--- config.mk ---
export PLATFORM = sky130hd
export DESIGN_NAME = axi_wr_burst_master
export DESIGN_NICKNAME = d
export VERILOG_FILES = /design/src/rtl/axi_wr_burst_master.sv
export SDC_FILE = /design/constraint.sdc
export NUM_CORES = 1
export LEC_CHECK = 0
export BUFFER_PORTS_ARGS = -buffer_cell sky130_fd_sc_hd__buf_2
export CAP_MARGIN = 20
export CORE_AREA = 3 3 159 161
export CTS_BUF_LIST = sky130_fd_sc_hd__clkbuf_16
export CTS_CLUSTER_SIZE = 20
export DETAILED_ROUTE_END_ITERATION = 8
export DIE_AREA = 0 0 162 164
export PLACE_DENSITY_LB_ADDON = 0.12
export SLEW_MARGIN = 20
export SYNTH_ARGS = -nofsm -noshare
export SYNTH_HDL_FRONTEND = slang
export SYNTH_SLANG_ARGS = --single-unit
--- constraint.sdc ---
create_clock -name i_axi_clk -period 5 [get_ports i_axi_clk]
set_input_delay 1.5 -clock i_axi_clk [delete_from_list [all_inputs] [get_ports i_axi_clk]]
set_output_delay 1.5 -clock i_axi_clk [all_outputs]
set_load 0.1 [all_outputs]
--- src/rtl/axi_wr_burst_master.sv ---
// AXI4 write master: splits one user write request into INCR bursts that stay
// inside 4 KB pages, tracks outstanding B responses and reports completion.
module axi_wr_burst_master #(
    parameter int         P_AXI_DATA_WIDTH  = 128,
    parameter int         P_AXI_ADDR_WIDTH  = 32,
    parameter int         P_MAX_BURST_LEN   = 256,
    parameter int         P_MAX_OUTSTANDING = 4,
    parameter logic [3:0] P_AXI_ID          = 4'd0,
    localparam int        BYTES             = P_AXI_DATA_WIDTH / 8
) (
    input  logic                        i_axi_clk,
    input  logic                        i_rst,
    input  logic                        i_wr_req_valid,
    output logic                        o_wr_req_ready,
    input  logic [P_AXI_ADDR_WIDTH-1:0] i_wr_req_addr,
    input  logic [15:0]                 i_wr_req_beats,
    input  logic [P_AXI_DATA_WIDTH-1:0] i_wr_data,
    input  logic [BYTES-1:0]            i_wr_strb,
    input  logic                        i_wr_data_valid,
    output logic                        o_wr_data_ready,
    output logic                        o_wr_done,
    output logic                        o_wr_err,
    output logic                        o_busy,
    output logic [3:0]                  o_axi_awid,
    output logic [P_AXI_ADDR_WIDTH-1:0] o_axi_aw_addr,
    output logic [7:0]                  o_axi_aw_length,
    output logic [2:0]                  o_axi_awsize,
    output logic [1:0]                  o_axi_awburst,
    output logic                        o_axi_aw_valid,
    input  logic                        i_axi_aw_ready,
    output logic [P_AXI_DATA_WIDTH-1:0] o_axi_w_data,
    output logic [BYTES-1:0]            o_axi_wstrb,
    output logic                        o_axi_w_last,
    output logic                        o_axi_w_valid,
    input  logic                        i_axi_w_ready,
    input  logic [3:0]                  i_axi_bid,
    input  logic [1:0]                  i_axi_bresp,
    input  logic                        i_axi_bvalid,
    output logic                        o_axi_bready
);
    localparam int SZ = $clog2(BYTES);

    localparam logic [2:0] S_IDLE  = 3'd0;
    localparam logic [2:0] S_CALC  = 3'd1;
    localparam logic [2:0] S_AW    = 3'd2;
    localparam logic [2:0] S_W     = 3'd3;
    localparam logic [2:0] S_DRAIN = 3'd4;
    localparam logic [2:0] S_DONE  = 3'd5;

    logic [2:0]                  state;
    logic [P_AXI_ADDR_WIDTH-1:0] cur_addr;
    logic [15:0]                 remaining;
    logic [8:0]                  burst;
    logic [7:0]                  beat_cnt;
    logic [3:0]                  outstanding;
    logic                        err_sticky;

    logic        in_w;
    logic        req_hs, aw_hs, w_hs, b_hs, w_last_c;
    logic [12:0] to4k;
    logic [15:0] burst_calc;
    logic        unused_ok;

    assign unused_ok = ^{i_axi_bid, i_wr_req_addr[SZ-1:0]};

    assign in_w     = (state == S_W);
    assign req_hs   = (state == S_IDLE) && i_wr_req_valid;
    assign aw_hs    = o_axi_aw_valid && i_axi_aw_ready;
    assign w_hs     = o_axi_w_valid && i_axi_w_ready;
    assign b_hs     = i_axi_bvalid;
    assign w_last_c = (beat_cnt == o_axi_aw_length);

    // Beats left in the current 4 KB page; cur_addr is beat aligned so this is exact.
    always_comb begin
        to4k       = (13'h1000 - {1'b0, cur_addr[11:0]}) >> SZ;
        burst_calc = remaining;
        if (burst_calc > 16'(P_MAX_BURST_LEN)) burst_calc = 16'(P_MAX_BURST_LEN);
        if (burst_calc > {3'b0, to4k})         burst_calc = {3'b0, to4k};
    end

    assign o_wr_req_ready  = (state == S_IDLE) && !i_rst;
    assign o_busy          = (state != S_IDLE);
    assign o_wr_done       = (state == S_DONE);
    assign o_wr_err        = (state == S_DONE) && err_sticky;
    assign o_axi_aw_valid  = (state == S_AW) && (outstanding < 4'(P_MAX_OUTSTANDING));
    assign o_axi_w_valid   = in_w && i_wr_data_valid;
    assign o_wr_data_ready = in_w && i_axi_w_ready;
    assign o_axi_w_data    = in_w ? i_wr_data : '0;
    assign o_axi_wstrb     = in_w ? i_wr_strb : '0;
    assign o_axi_w_last    = in_w && w_last_c;
    assign o_axi_awid      = P_AXI_ID;
    assign o_axi_awsize    = 3'(SZ);
    assign o_axi_awburst   = 2'b01;
    assign o_axi_bready    = 1'b1;

    always_ff @(posedge i_axi_clk or posedge i_rst) begin
        if (i_rst) begin
            state           <= S_IDLE;
            cur_addr        <= '0;
            remaining       <= '0;
            burst           <= '0;
            beat_cnt        <= '0;
            o_axi_aw_addr   <= '0;
            o_axi_aw_length <= '0;
        end else begin
            case (state)
                S_IDLE: if (req_hs) begin
                    cur_addr  <= {i_wr_req_addr[P_AXI_ADDR_WIDTH-1:SZ], {SZ{1'b0}}};
                    remaining <= i_wr_req_beats;
                    state     <= (i_wr_req_beats == 16'd0) ? S_DONE : S_CALC;
                end
                S_CALC: begin
                    burst           <= burst_calc[8:0];
                    o_axi_aw_addr   <= cur_addr;
                    o_axi_aw_length <= 8'(burst_calc - 16'd1);
                    state           <= S_AW;
                end
                S_AW: if (aw_hs) begin
                    beat_cnt <= '0;
                    state    <= S_W;
                end
                S_W: if (w_hs) begin
                    beat_cnt <= beat_cnt + 8'd1;
                    if (w_last_c) begin
                        cur_addr  <= cur_addr + (P_AXI_ADDR_WIDTH'(burst) << SZ);
                        remaining <= remaining - 16'(burst);
                        state     <= (remaining == 16'(burst)) ? S_DRAIN : S_CALC;
                    end
                end
                S_DRAIN: if (outstanding == 4'd0) state <= S_DONE;
                S_DONE:  state <= S_IDLE;
                default: state <= S_IDLE;
            endcase
        end
    end

    // Outstanding bursts and sticky BRESP error; an AW and B together cancel out.
    always_ff @(posedge i_axi_clk or posedge i_rst) begin
        if (i_rst) begin
            outstanding <= '0;
            err_sticky  <= 1'b0;
        end else begin
            if (aw_hs && !b_hs)
                outstanding <= outstanding + 4'd1;
            else if (!aw_hs && b_hs && outstanding != 4'd0)
                outstanding <= outstanding - 4'd1;

            if (req_hs)
                err_sticky <= 1'b0;
            else if (b_hs && i_axi_bresp != 2'b00)
                err_sticky <= 1'b1;
        end
    end
endmodule

==> results.sh <==
export IMPL_wire_per_inst_microns=21.4
export IMPL_cts_tree="yes"
export IMPL_synthSimpleGateAreaFrac=0.320
export IMPL_postSynth_asyncResetShare=1.00
export IMPL_hold_buffers=0
export IMPL_post_cts_resized=0
export IMPL_slew_violations=0
export IMPL_end_kind="flip-flop"
export IMPL_syn_area_sq_um=7730
export IMPL_drt_wl_total_mm=35.5
export IMPL_synthFlopType="dfrtp_1"
export IMPL_htreeDepth=3
export IMPL_ys_types=58
export IMPL_synth_top_family_by_area="simple AND/OR/NAND/NOR gates"
export IMPL_ant_nets=0
export IMPL_fp_coreArea_sq_um=24100
export IMPL_cts_sinks=105
export IMPL_layout_nets=1567
export IMPL_hold_path_class="flip-flop to flip-flop"
export IMPL_synth_mux_area_frac=0.0211
export IMPL_fin_cells=1661
export IMPL_timing_final_hold_violations=0
export IMPL_worst_setup_path_type="flip-flop to flip-flop"
export IMPL_max_cap_violations=0
export IMPL_cts_root_buf="clkbuf_16"
export IMPL_yosys_warnings=0
export IMPL_setup_viol=0
export IMPL_yosys_register_bits=105
export IMPL_status="complete, no violations"
export IMPL_dp_final_hpwl_mm=29.4
export IMPL_vias=8282
export IMPL_synth_xor_area_frac=0.0487
export IMPL_start_kind="flip-flop"
export IMPL_fmax_ghz=0.221
export IMPL_vias_per_cell=4.99
export IMPL_post_cts_buffers=0
export IMPL_cts_buffers=9
export IMPL_max_slew_worst_pin_slew_ps=907
export IMPL_routabilityCongestion=0.873
export IMPL_drc=0
export IMPL_crit_start="remaining[12]"
export IMPL_dr_pass1_iters=5
export IMPL_grt_pass1_vias=7538
export IMPL_rows=57
export IMPL_areaGrowthSynthToFinish_pct=32.6
export IMPL_period_needed_ps=4520
export IMPL_die_area_sq_um=26600
export IMPL_r2r_start="remaining[12]"
export IMPL_dieWidth_microns=162
export IMPL_grt_pass1_wl_mm=49.8
export IMPL_critical_path_arrival_ps=4790
export IMPL_hold_path_startpoint="o_axi_aw_addr[4]"
export IMPL_avgSynthCellArea_sq_um=7.96
export IMPL_grt_ovfl_total=0
export IMPL_drt_iter0_markers=476
export IMPL_synth_compound_area_share=0.151
export IMPL_final_period_utilization=0.904
export IMPL_die_y_microns=164
export IMPL_drive_gt1_frac=0.323
export IMPL_crit_fanout=7
export IMPL_max_slew_margin_rel=0.394
export IMPL_port_buffers=384
export IMPL_clock_latency_ps=360
export IMPL_post_route_cell_area_sq_um=10200
export IMPL_synth_edf_count=0
export IMPL_cts_max_path_buffers=2
export IMPL_holdWs_ps=470
export IMPL_track_usage=0.256
export IMPL_fin_setup_tns_ps=0
export IMPL_synth_cells=971
export IMPL_start_util=0.321
export IMPL_antenna_found_initial=6
export IMPL_post_dp_cell_area_sq_um=9950
export IMPL_grt_max_degree=69
export IMPL_grt_setup_unrepaired="no"
export IMPL_synthAdderAreaFrac=0.0612
export IMPL_dp_cells=1639
export IMPL_ios=407
export IMPL_clock_skew_ps=8.60
export IMPL_clk_pin_slew_ps=80
export IMPL_required_ps=5270
export IMPL_synth_seq_area_share=0.340
-- cell usage after synthesis, types with 7 or more instances --
library cell  instances  area [sq um]
a31oi_1              11          68.8
nand2_1             154           578
o21ai_0              42           210
xnor2_1              28           245
a311oi_1             11          96.3
clkbuf_1             48           180
and2_1              154           963
dfrtp_1             105          2630
ha_1                 33           413
nor3_1               20           100
nand4_1              10          62.6
inv_1                26          97.6
or3_1                 7          43.8
xor2_1               15           131
buf_4                16           120
o22ai_1              10          62.6
nor2_1               62           233
nor2b_1               9          56.3
mux2i_1              14           140
nor4_1                9          56.3
and3_1               12          75.1
nand3_1              25           125
a21oi_1              55           275
-- critical path, cell delays in order, from the launching register on --
cell and delay [ps]:
dfrtp_1 440, or4_4 520, or4_4 460, a211oi_1 420
ha_1 320, nor2b_1 130, o211ai_1 160, a21oi_1 100
o41ai_2 670, mux2_2 430, ha_1 270, nand3_1 110
xnor2_1 120, nor3_1 60, a311oi_1 200
-- cell usage in the layout, fill, tap and decap left out, types with 5 or more instances in the layout --
| cell type | count |
|---|---|
| dfrtp_1 | 105 |
| nand2_1 | 154 |
| a22oi_1 | 5 |
| o21ai_0 | 42 |
| xnor2_1 | 28 |
| o21a_1 | 6 |
| and2_1 | 154 |
| buf_4 | 18 |
| o32ai_1 | 5 |
| o211ai_1 | 6 |
| nor2b_1 | 8 |
| nor3_1 | 20 |
| ha_1 | 33 |
| o22ai_1 | 10 |
| a21o_1 | 6 |
| diode_2 | 6 |
| a211oi_1 | 6 |
| nor4_1 | 9 |
| buf_2 | 384 |
| mux2i_1 | 14 |
| a31oi_1 | 11 |
| nand4_1 | 10 |
| a21oi_1 | 55 |
| conb_1 | 14 |
| clkbuf_16 | 9 |
| a311oi_1 | 11 |
| inv_1 | 27 |
| or3_1 | 7 |
| nor2_1 | 61 |
| nand3_1 | 25 |
| xor2_1 | 15 |
| and3_1 | 12 |
-- per-stage QoR --
stage,utilization,setup slack (ps)
final,0.425,478
after global routing,0.425,180
after CTS,0.424,484
after detailed placement,0.413,543
after global placement,0.413,573
after floorplan,-,454
-- sequential cells by signal, indices dropped and copies added, names as in the netlist --
name / count
o_axi_aw_length: 8
o_axi_aw_addr: 28
burst: 9
beat_cnt: 8
err_sticky: 1
remaining: 16
outstanding: 4
cur_addr: 28
state: 3
-- worst paths after layout --
| check | endpoint | slack [ps] | depth (start not counted) |
|---|---|---|---|
| setup / recovery | o_axi_aw_length[4] | 480 | 14 |
| setup reg to reg | o_axi_aw_length[4] | 480 | 14 |
| max in group asynchronous | remaining[2] | 2810 | 3 |
| hold reg to reg | o_axi_aw_addr[4] | 470 | 2 |
| min in group asynchronous | outstanding[3] | 1310 | 2 |
| hold / removal | o_axi_aw_addr[4] | 470 | 2 |
-- area by class of cell --
cell class              count  area (sq um)
well taps                 324           405
inverters                  26           100
multi-input cells         781          4740
repair buffers            403          2080
diodes                      6          15.0
clock buffers               9           225
clock inverters             7          53.8
fillers                  2653         13900
flip-flops and latches    105          2630
-- kinds of logic after synthesis --
family / Yosys count
AOI/OAI and AO/OA: 187
adders and majority gates: 36
DFF: 105
buffers and inverters: 97
xor gates and xnor gates: 43
muxes: 16
and+or+nand+nor: 485
other: 2
-- metal layers --
metal	part of all wire	wire length [microns]	track usage	up-vias
li1	-	-	-	4017
met1	0.46	16300	0.362	3852
met2	0.40	14300	0.351	368
met3	0.11	3940	0.110	39
met4	0.023	810	0.0748	6
met5	0.0025	87	0.0170	-
Power is left out: the tool's default activity adds up to more than one toggle a clock period on the data nets, which glitch-free logic cannot reach.
